===== config.mk =====
export PLATFORM = sky130hd
export DESIGN_NAME = morse_sequencer
export DESIGN_NICKNAME = d
export VERILOG_FILES = /design/src/rtl/morse_sequencer.sv
export SDC_FILE = /design/constraint.sdc
export NUM_CORES = 1
export LEC_CHECK = 0
export ABC_CLOCK_PERIOD_IN_PS = 6960
export BUFFER_PORTS_ARGS = -buffer_cell sky130_fd_sc_hd__buf_2
export CAP_MARGIN = 10
export CORE_MARGIN = 5
export CORE_UTILIZATION = 35
export CTS_BUF_LIST = sky130_fd_sc_hd__clkbuf_4 sky130_fd_sc_hd__clkbuf_8 sky130_fd_sc_hd__clkbuf_16
export DETAILED_ROUTE_END_ITERATION = 6
export PLACE_DENSITY_LB_ADDON = 0.3
export SETUP_SLACK_MARGIN = 0.3
export SYNTH_ARGS = -nofsm -noshare
export SYNTH_HDL_FRONTEND = slang
export SYNTH_SLANG_ARGS = --single-unit

===== constraint.sdc =====
create_clock -name clock -period 6.96 [get_ports clock]
set_input_delay 0.696 -clock clock [delete_from_list [all_inputs] [get_ports clock]]
set_output_delay 0.696 -clock clock [all_outputs]
set_load 0.02 [all_outputs]

===== src/rtl/morse_sequencer.sv =====
// rtl/morse_sequencer.sv - Morse letter sequencer (S..Z) with time-unit divider, pattern ROM and start/busy/done handshake
module morse_sequencer #(
    parameter int TICK_DIV  = 25000000,
    parameter int CNT_W     = 25,
    parameter int GAP_UNITS = 3
) (
    input  logic       clock,
    input  logic       reset_n,
    input  logic       start,
    input  logic [2:0] letter,
    input  logic       abort,
    output logic       light,
    output logic       busy,
    output logic       done
);

    typedef enum logic [1:0] {
        IDLE,
        SEND,
        GAP
    } state_t;

    localparam logic [CNT_W-1:0] DIV_LAST = CNT_W'(TICK_DIV - 1);
    localparam logic [3:0]       GAP_INIT = 4'(GAP_UNITS);

    state_t           state, state_nxt;
    logic [13:0]      sr, sr_nxt;
    logic [3:0]       bits_left, bits_nxt;
    logic [3:0]       gap_left, gap_nxt;
    logic [CNT_W-1:0] div, div_nxt;
    logic             done_nxt;
    logic             tick;
    logic [13:0]      rom_pat;
    logic [3:0]       rom_len;

    // Patterns go out LSB first: dot = 1, dash = 111, elements separated by one 0.
    always_comb begin
        rom_pat = 14'b0;
        rom_len = 4'd0;
        case (letter)
            3'b000: begin rom_pat = 14'b00000000010101; rom_len = 4'd5;  end
            3'b001: begin rom_pat = 14'b00000000000111; rom_len = 4'd3;  end
            3'b010: begin rom_pat = 14'b00000001110101; rom_len = 4'd7;  end
            3'b011: begin rom_pat = 14'b00000111010101; rom_len = 4'd9;  end
            3'b100: begin rom_pat = 14'b00000111011101; rom_len = 4'd9;  end
            3'b101: begin rom_pat = 14'b00011101010111; rom_len = 4'd11; end
            3'b110: begin rom_pat = 14'b01110111010111; rom_len = 4'd13; end
            3'b111: begin rom_pat = 14'b00010101110111; rom_len = 4'd11; end
            default: begin rom_pat = 14'b0; rom_len = 4'd0; end
        endcase
    end

    assign tick = (div == DIV_LAST);

    always_comb begin
        state_nxt = state;
        sr_nxt    = sr;
        bits_nxt  = bits_left;
        gap_nxt   = gap_left;
        div_nxt   = div;
        done_nxt  = 1'b0;
        case (state)
            IDLE: begin
                if (start && !abort) begin
                    sr_nxt    = rom_pat;
                    bits_nxt  = rom_len;
                    div_nxt   = '0;
                    state_nxt = SEND;
                end
            end
            SEND: begin
                if (abort) begin
                    div_nxt   = '0;
                    state_nxt = IDLE;
                end else begin
                    div_nxt = tick ? '0 : div + CNT_W'(1);
                    if (tick) begin
                        sr_nxt   = {1'b0, sr[13:1]};
                        bits_nxt = bits_left - 4'd1;
                        if (bits_left == 4'd1) begin
                            gap_nxt   = GAP_INIT;
                            state_nxt = GAP;
                        end
                    end
                end
            end
            GAP: begin
                if (abort) begin
                    div_nxt   = '0;
                    state_nxt = IDLE;
                end else begin
                    div_nxt = tick ? '0 : div + CNT_W'(1);
                    if (tick) begin
                        gap_nxt = gap_left - 4'd1;
                        if (gap_left == 4'd1) begin
                            done_nxt  = 1'b1;
                            state_nxt = IDLE;
                        end
                    end
                end
            end
            default: state_nxt = IDLE;
        endcase
    end

    always_ff @(posedge clock or negedge reset_n) begin
        if (!reset_n) begin
            state     <= IDLE;
            sr        <= '0;
            bits_left <= '0;
            gap_left  <= '0;
            div       <= '0;
            done      <= 1'b0;
        end else begin
            state     <= state_nxt;
            sr        <= sr_nxt;
            bits_left <= bits_nxt;
            gap_left  <= gap_nxt;
            div       <= div_nxt;
            done      <= done_nxt;
        end
    end

    assign light = (state == SEND) && sr[0];
    assign busy  = (state != IDLE);

endmodule


After elaboration in Yosys (flattened, before gate mapping)
Memories as Yosys holds them, arrays and structs flattened.
Index checks and enable logic that the tools add are counted.
{"block": "totals", "memories": 1, "romBits": 112, "inputBits": 7, "register_bits": 50, "output_inout_bits": 3}
{"name": "(name not given)", "words": 8, "width": 14, "rd": 1, "rd_clocked_by_memory_dff": 0, "wr": 0, "line": "40", "text": "case (letter)"}
{"block": "classes", "addsub": 3, "n_mux": 30, "n_reduce_logical": 13, "eq_ne": 15}
{"op": "two-way mux 25 bit", "count": 3}
{"op": "one-hot mux 25 bit (2 select lines)", "count": 1}
{"op": "two-way mux 14 bit", "count": 3}
{"op": "two-way mux 4 bit", "count": 8}
{"op": "one-hot mux 14 bit (2 select lines)", "count": 1}
{"op": "adder 25 x 1 -> 25 bit (second input constant)", "count": 1}
{"op": "== test 25 bit (second input constant)", "count": 1}
{"op": "one-hot mux 4 bit (2 select lines)", "count": 2}
{"op": "two-way mux 2 bit", "count": 7}
{"op": "inequality test 2 bit (second input constant)", "count": 6}
{"op": "inequality test 3 bit (second input constant)", "count": 4}
{"op": "== test 4 x 1 -> 1 bit (second input constant)", "count": 2}
{"op": "nonzero test 2 bit", "count": 4}
{"op": "subtractor 4 x 1 -> 4 bit (second input constant)", "count": 2}
{"op": "one-hot mux 2 bit (3 select lines)", "count": 1}
{"op": "AND reduction 6 bit", "count": 1}
{"op": "AND reduction 5 bit", "count": 1}
{"op": "two-way mux 1 bit", "count": 4}
{"op": "AND reduction 4 bit", "count": 1}
{"op": "== test 2 x 1 -> 1 bit (second input constant)", "count": 1}
{"op": "== test 2 bit (second input constant)", "count": 1}
{"op": "logical AND 1 bit", "count": 2}
{"op": "zero test 2 bit", "count": 1}
{"op": "AND reduction 2 bit", "count": 1}
{"op": "other kinds (2)", "count": 2}

Depth between registers and ports, before layout
Gate-level depths: netlist of run 1.
{"block": "logic_depth", "ltp_word": 5, "ltp_mapped": 9}

Worst setup path before layout of run 1
No wires, ideal clock.
{"block": "synth_path", "kind": "register to register", "start": "register div[9]", "end": "register sr[10]", "required_ns": 6.837, "path_stages_with_launch": 7, "path_slack_ns": 4.362, "arrival_time_ns": 2.475, "setup_time_ns": 0.123, "cell_sequence": "dfrtp_1 > or4_1 > or4_1 > buf_2 > or4_4 > buf_6 > o221a_2"}
{"block": "synth_between", "elab_chain_len": 3}
{"element": "start: declaration", "line": "30", "text": "logic [CNT_W-1:0] div, div_nxt;"}
{"element": "start signal: assignment", "line": "119", "text": "div <= div_nxt;"}
{"element": "== test 25 bit", "line": "53", "text": "assign tick = (div == DIV_LAST);"}
{"element": "inequality test 2 bit (no line)"}
{"element": "AND reduction 4 bit (no line)"}
{"element": "end signal: assignment", "line": "116", "text": "sr <= sr_nxt;"}
{"element": "end: declaration", "line": "27", "text": "logic [13:0] sr, sr_nxt;"}
Every way passes these cells.
A chain may end at the register's enable or synchronous reset.

Final worst setup path of run 1
{"block": "layout_path", "start": "register div[9]", "end": "register sr[6]"}
Same word-level chain as after synthesis.

==> results.json, run 1 <==
{
  "io_pins": 10,
  "grt_pass1_vias": 2538,
  "hold_buffers": 0,
  "netlist-cell-type-count": 68,
  "detail-route-antenna-nets": 0,
  "fin_crit_ps": 2980,
  "nets": 374,
  "wirelength_mm": 7.21,
  "yosysSeqAreaShare": 0.397,
  "r2r-start": "div[9]",
  "hold_start": "div[24]",
  "core-area_sq_mm": 0.00868,
  "powerDensity_mw_per_mm2": 269,
  "irDropWorstVdd_mv": 0.146,
  "netSwitchingFraction": 0.390,
  "yosys_register_bits": 49,
  "rows": 34,
  "crit_path_cell_trace": "or4_1 > nor4_1 > nand2_1 > o21ai_1 > o221ai_1",
  "fin_crit_sh": 0.428,
  "synth_edf_count": 0,
  "worst_slew_pin_slew_ps": 939,
  "rsz0062_at_grt": "false",
  "place_congestion": 0.850,
  "slew_headroom": 0.368,
  "max_freq_mhz": 335,
  "cts-root-buf": "clkbuf_8",
  "yosys.area_share.simple": 0.247,
  "setup-violations-final": 0,
  "synthAdderAreaFrac": 0.0527,
  "die_w_microns": 104,
  "finalWorstSetupSlack_ps": 3980,
  "cts_setup_buffers": 0,
  "status": "finished, final reports clean",
  "skew_ps": 11.9,
  "die_area_sq_mm": 0.0108,
  "antenna_found_initial": 0,
  "vias_per_cell": 5.75,
  "cts.clk_slew.worst_paths_ps": 100,
  "clock_path_buffers": 2,
  "grt_max_degree": 50,
  "async_reset_ff_frac": 1.00,
  "cts_tree": "yes",
  "p_int_uw": 546,
  "p_seq_frac": 0.430,
  "clkSinkCount": 49,
  "route.detailed.drc": 0,
  "leakage_nw": 1.36,
  "syn_inst": 349,
  "grtUsageTotal": 0.140,
  "syn_area_per_cell_sq_um": 8.84,
  "power_frac_comb": 0.368,
  "maxSlewViolCount": 0,
  "port-buffer-count": 9,
  "syn_nets": 369,
  "required_ps": 7110,
  "grt_pass1_wl_mm": 13.0,
  "synth_xor_area_frac": 0.0255,
  "wl_per_cell_microns": 15.6,
  "initial_core_util": 0.356,
  "postCtsResizedCells": 0,
  "crit_fanout": 7,
  "p_switching_uw": 349,
  "slowest_stage": "nor4_1",
  "vias": 2656,
  "setup.worst_path.start": "div[9]",
  "dp_hpwl_mm": 4.95,
  "numCtsBuffers": 5,
  "synth_compound_area_frac": 0.201,
  "crit_arrival_ps": 3130,
  "worstSetupPathType": "reg -> reg",
  "crit_family": "simple AND/OR/NAND/NOR gates",
  "clkPwrFrac": 0.202,
  "synthFlopType": "dfrtp_1",
  "min_path_type": "reg -> reg",
  "synth_top_family_by_area": "simple AND/OR/NAND/NOR gates",
  "synthMuxAreaShare": 0.0340,
  "insertion_delay_ps": 300,
  "diodes": 0,
  "drt-pass1-iter-count": 4,
  "drt_iter0_markers": 135,
  "syn_to_final_growth_pct": 7.62,
  "endpoint_kind": "flop",
  "max_stage_delay_ps": 790,
  "timing.setup.tns_ps": 0,
  "grt_overflow_total": 0,
  "hold_violations": 0,
  "die_h_microns": 104,
  "path_buf_inv": 0,
  "syn-cell-area_sq_mm": 0.00309,
  "yosys_warnings": 0,
  "dpl_worst_slack_ps": 4070,
  "h-tree-depth": 2,
  "cap_viol_max_count": 0,
  "cp-start-kind": "flop",
  "drive_above_1_share": 0.107
}
[worst reg2reg max path, delay by kind of cell, from the launching register on]
kind	cells	cell delay, ps
compound gates	2	670
flops	1	440
simple gates	3	1730
[path summary, 6_finish.rpt]
check	cells after the start	end	slack, ps
worst max-delay path	5	sr[6]	3980
worst min-delay path	1	div[24]	500
worst max register to register	5	sr[6]	3980
worst min register to register	1	div[24]	500
max in group asynchronous	2	bits_left[0]	6030
min in group asynchronous	2	div[15]	510
[area by class of cell]
class / count / area (sq um)
Tap cell: 108 / 135
Timing Repair Buffer: 13 / 75.1
Multi-Input combinational cell: 268 / 1730
Fill cell: 908 / 5360
Inverter: 17 / 63.8
Clock buffer: 6 / 82.6
Sequential cell: 49 / 1230
Clock inverter: 1 / 7.51
[flip-flops by register name, indices dropped and copies added, names as in the netlist]
| name | count |
|---|---|
| state | 2 |
| done | 1 |
| div | 25 |
| gap_left | 4 |
| sr | 13 |
| bits_left | 4 |
[cells by family (layout without fill, tap and decap cells)]
group                    after synthesis  in the layout
AND/OR/NAND/NOR                      148            148
AO/OA/AOI/OAI                         88             88
flip-flops                            49             49
buffers and inverters                 32             37
adder cells (fa/ha/maj)               13             13
multiplexers                          10             10
XOR/XNOR                               9              9
[synth_stat cells, types with 5 or more instances]
| library cell | number | area share |
|---|---|---|
| nor4_1 | 5 | 0.010 |
| inv_1 | 16 | 0.019 |
| a211oi_1 | 6 | 0.015 |
| nor3_1 | 13 | 0.021 |
| nor2_1 | 28 | 0.034 |
| nand3_1 | 22 | 0.036 |
| nand2_1 | 40 | 0.049 |
| o21ai_0 | 18 | 0.029 |
| xnor2_1 | 5 | 0.014 |
| nand2b_1 | 9 | 0.018 |
| mux2i_1 | 6 | 0.019 |
| dfrtp_1 | 49 | 0.40 |
| ha_1 | 13 | 0.053 |
| a21oi_1 | 17 | 0.028 |
| clkbuf_1 | 9 | 0.011 |
[stage by stage]
stage	instance area, sq um	cells	hold WS [ps]	utilization	power [mW]
CTS	3320	462	505	0.383	0.894
floorplan	3090	349	400	-	0.624
detailed placement	3230	455	491	0.372	0.717
global placement	3230	455	483	0.372	0.713
global route	3320	462	522	0.383	0.959
finish	3320	462	500	0.383	0.895
[cells in the final DEF (no fill, tap or decap), drive strengths merged, types with 3 or more instances in the layout]
| cell | netlist | layout |
|---|---|---|
| a21o | 3 | 3 |
| nand3 | 22 | 22 |
| xor2 | 4 | 4 |
| or4 | 4 | 4 |
| o211ai | 4 | 4 |
| a22o | 3 | 3 |
| nor4 | 6 | 6 |
| ha | 13 | 13 |
| o22a | 3 | 3 |
| mux2 | 4 | 4 |
| xnor2 | 5 | 5 |
| o221a | 4 | 4 |
| a211oi | 6 | 6 |
| nand2 | 40 | 40 |
| mux2i | 6 | 6 |
| a31oi | 4 | 4 |
| and3 | 4 | 4 |
| or3 | 4 | 4 |
| dfrtp | 49 | 49 |
| nand2b | 9 | 9 |
| o21ai | 20 | 20 |
| buf | 6 | 13 |
| a21oi | 17 | 17 |
| and2 | 3 | 3 |
| nor2 | 28 | 28 |
| inv | 16 | 16 |
| nor3 | 13 | 13 |
| clkbuf | 9 | 6 |
| nor4b | 3 | 3 |
[power groups by stage]
stage	Sequential [mW]	Combinational [mW]	Clock [mW]
finish	0.385	0.330	0.180
detailed placement	0.387	0.329	0
floorplan	0.375	0.249	0
CTS	0.384	0.328	0.183
global placement	0.389	0.324	0
global route	0.391	0.371	0.197
[metal layers]
layer,wire [microns],part of all wire,global-route usage,vias up
met1,3570,0.49,0.214,1301
met4,23,0.0032,0.0268,0
met2,3310,0.46,0.207,60
met3,311,0.043,0.0248,2
met5,0,0,0,-
li1,-,-,-,1293
(Power assumes the default switching activity.)
==> run 2, diff against run 1 <==
ABC_CLOCK_PERIOD_IN_PS = 2750   (was 6960)
clock period = 2.75 ns   (was 6.96 ns; I/O delays follow)
==> run 2 against run 1 <==
  * Combinational power grew to 2.7 times the previous value
  * Sequential share of layout area shrank 1.4 points
  * Cell count grew 3.2%
  * Non-clock buffer count grew 14
  * Critical endpoint is now sr[10]
  * Largest power group unchanged
  * Highest routed layer unchanged
==> results.json, run 2 (synthesis gave the netlist of run 1 again) <==
{
  "grtUsageTotal": 0.139,
  "worstSetupPathType": "reg -> reg",
  "hold_depth": 2,
  "crit_fanout": 11,
  "insertion_delay_ps": 310,
  "design_area_sq_mm": 0.00345,
  "core-area_sq_mm": 0.00868,
  "cts.clk_slew.worst_paths_ps": 90,
  "crit_path_cell_trace": "or4_1 > or4_4 > or4_4 > o221a_2",
  "reg2reg_depth": 4,
  "r2r-start": "div[7]",
  "worst_slew_pin_slew_ps": 523,
  "die_area_sq_mm": 0.0108,
  "status": "finished, final reports clean",
  "grt_max_degree": 30,
  "slew_headroom": 0.649,
  "irDropWorstVdd_mv": 0.293,
  "place_inst": 468,
  "final_common_cell": "dfrtp_1",
  "antenna_found_initial": 0,
  "clkSinkCount": 49,
  "skew_ps": 9.63,
  "io_pins": 10,
  "vias_per_cell": 5.54,
  "die_w_microns": 104,
  "numCtsBuffers": 5,
  "top_regs": "div x25, sr x13",
  "die_h_microns": 104,
  "min_to": "done",
  "hold_violations": 0,
  "vias": 2643,
  "grt_util_met2": 0.219,
  "finalNonFillerCells": 477,
  "grt_pass1_vias": 2629,
  "top_usage_layer": "met2",
  "maxSlewViolCount": 0,
  "max_freq_mhz": 418,
  "endpoint_kind": "flop",
  "use_met3": 0.0199,
  "wirelength_mm": 7.22,
  "rows": 34,
  "cp-start-kind": "flop",
  "powerDensity_mw_per_mm2": 668,
  "grt_overflow_total": 0,
  "diodes": 0,
  "drt-pass1-iter-count": 4,
  "rsz0062_at_grt": "true",
  "drt_iter0_markers": 172,
  "cap_viol_max_count": 0,
  "place_congestion": 0.821,
  "required_ps": 2950,
  "largest_register_ffs": 25,
  "port-buffer-count": 9,
  "slowest_stage": "or4_1",
  "initial_core_util": 0.356,
  "wl_per_cell_microns": 15.1,
  "met1_usage": 0.197,
  "leakage_nw": 1.43,
  "detail-route-antenna-nets": 0,
  "grt_pass1_wl_mm": 12.8,
  "power_mw": 2.31,
  "h-tree-depth": 2,
  "dp_hpwl_mm": 5.39,
  "syn_to_final_growth_pct": 11.8,
  "hold_start": "abort",
  "nets": 388,
  "min_path_type": "in -> reg",
  "reg2reg_to": "sr[10]",
  "r2r_slack_ps": 360,
  "cts_tree": "yes",
  "cts-root-buf": "clkbuf_8",
  "route.detailed.drc": 0,
  "setup-violations-final": 0,
  "critPathMostFrequentCell": "or4_4",
  "drive_above_1_share": 0.152,
  "fin_crit_ps": 2390,
  "timing.setup.tns_ps": 0,
  "fin_crit_sh": 0.870,
  "final_cell_mix": "dfrtp_1, nand2_1, nor2_1",
  "clock_path_buffers": 2,
  "placed_cell_area_sq_mm": 0.00333,
  "crit_arrival_ps": 2600,
  "max_stage_delay_ps": 550,
  "largest_register": "div"
}
run 2: how the worst max path moves through the flow:
stage                        endpoint  startpoint  slack, ps
after floorplan                sr[10]      div[7]        340
after global placement    gap_left[3]      div[7]        260
after detailed placement  gap_left[3]      div[7]        230
after CTS                       sr[3]      div[7]        360
after global routing            sr[3]     div[10]        290
final                          sr[10]      div[7]        360
run 2: critical path, delay by kind of cell (launching register included):
kind | cells | cell delay (ps)
compound gates | 1 | 300
flops | 1 | 420
simple gates | 3 | 1580
run 2: metal layers:
| layer | wire [microns] | vias to the layer above |
|---|---|---|
| met5 | 0 | - |
| met3 | 187 | 11 |
| met4 | 119 | 0 |
| met1 | 3570 | 1269 |
| met2 | 3340 | 38 |
| li1 | - | 1325 |
run 2: report_power, final:
| group | switching, mW | total [mW] | internal (mW) |
|---|---|---|---|
| logic | 0.515 | 0.883 | 0.368 |
| clock network | 0.245 | 0.446 | 0.200 |
| registers | 0.118 | 0.977 | 0.859 |
| total | 0.879 | 2.31 | 1.43 |
run 2: area by class of cell:
type	instances	area (sq um)
clock buffers	7	83.8
clock inverters	1	7.51
fillers	911	5230
inverters	17	63.8
multi-input cells	268	1750
flip-flops and latches	49	1230
well taps	108	135
repair buffers	27	183
run 2: repair_timing:
action	CTS	global route
endpoints found under the hold margin	20	0
pin swaps	1	0
hold buffers	1	0
setup buffers	0	0
setup endpoints to repair	9	6
gates resized for setup	1	4
run 2: through the flow:
step / utilization / hold WS (ps) / setup WS, ps
final: 0.398 / 352 / 357
after global routing: 0.398 / 389 / 295
after CTS: 0.396 / 353 / 364
after detailed placement: 0.384 / 252 / 229
after global placement: 0.384 / 245 / 258
after floorplan: - / -20.6 / 342
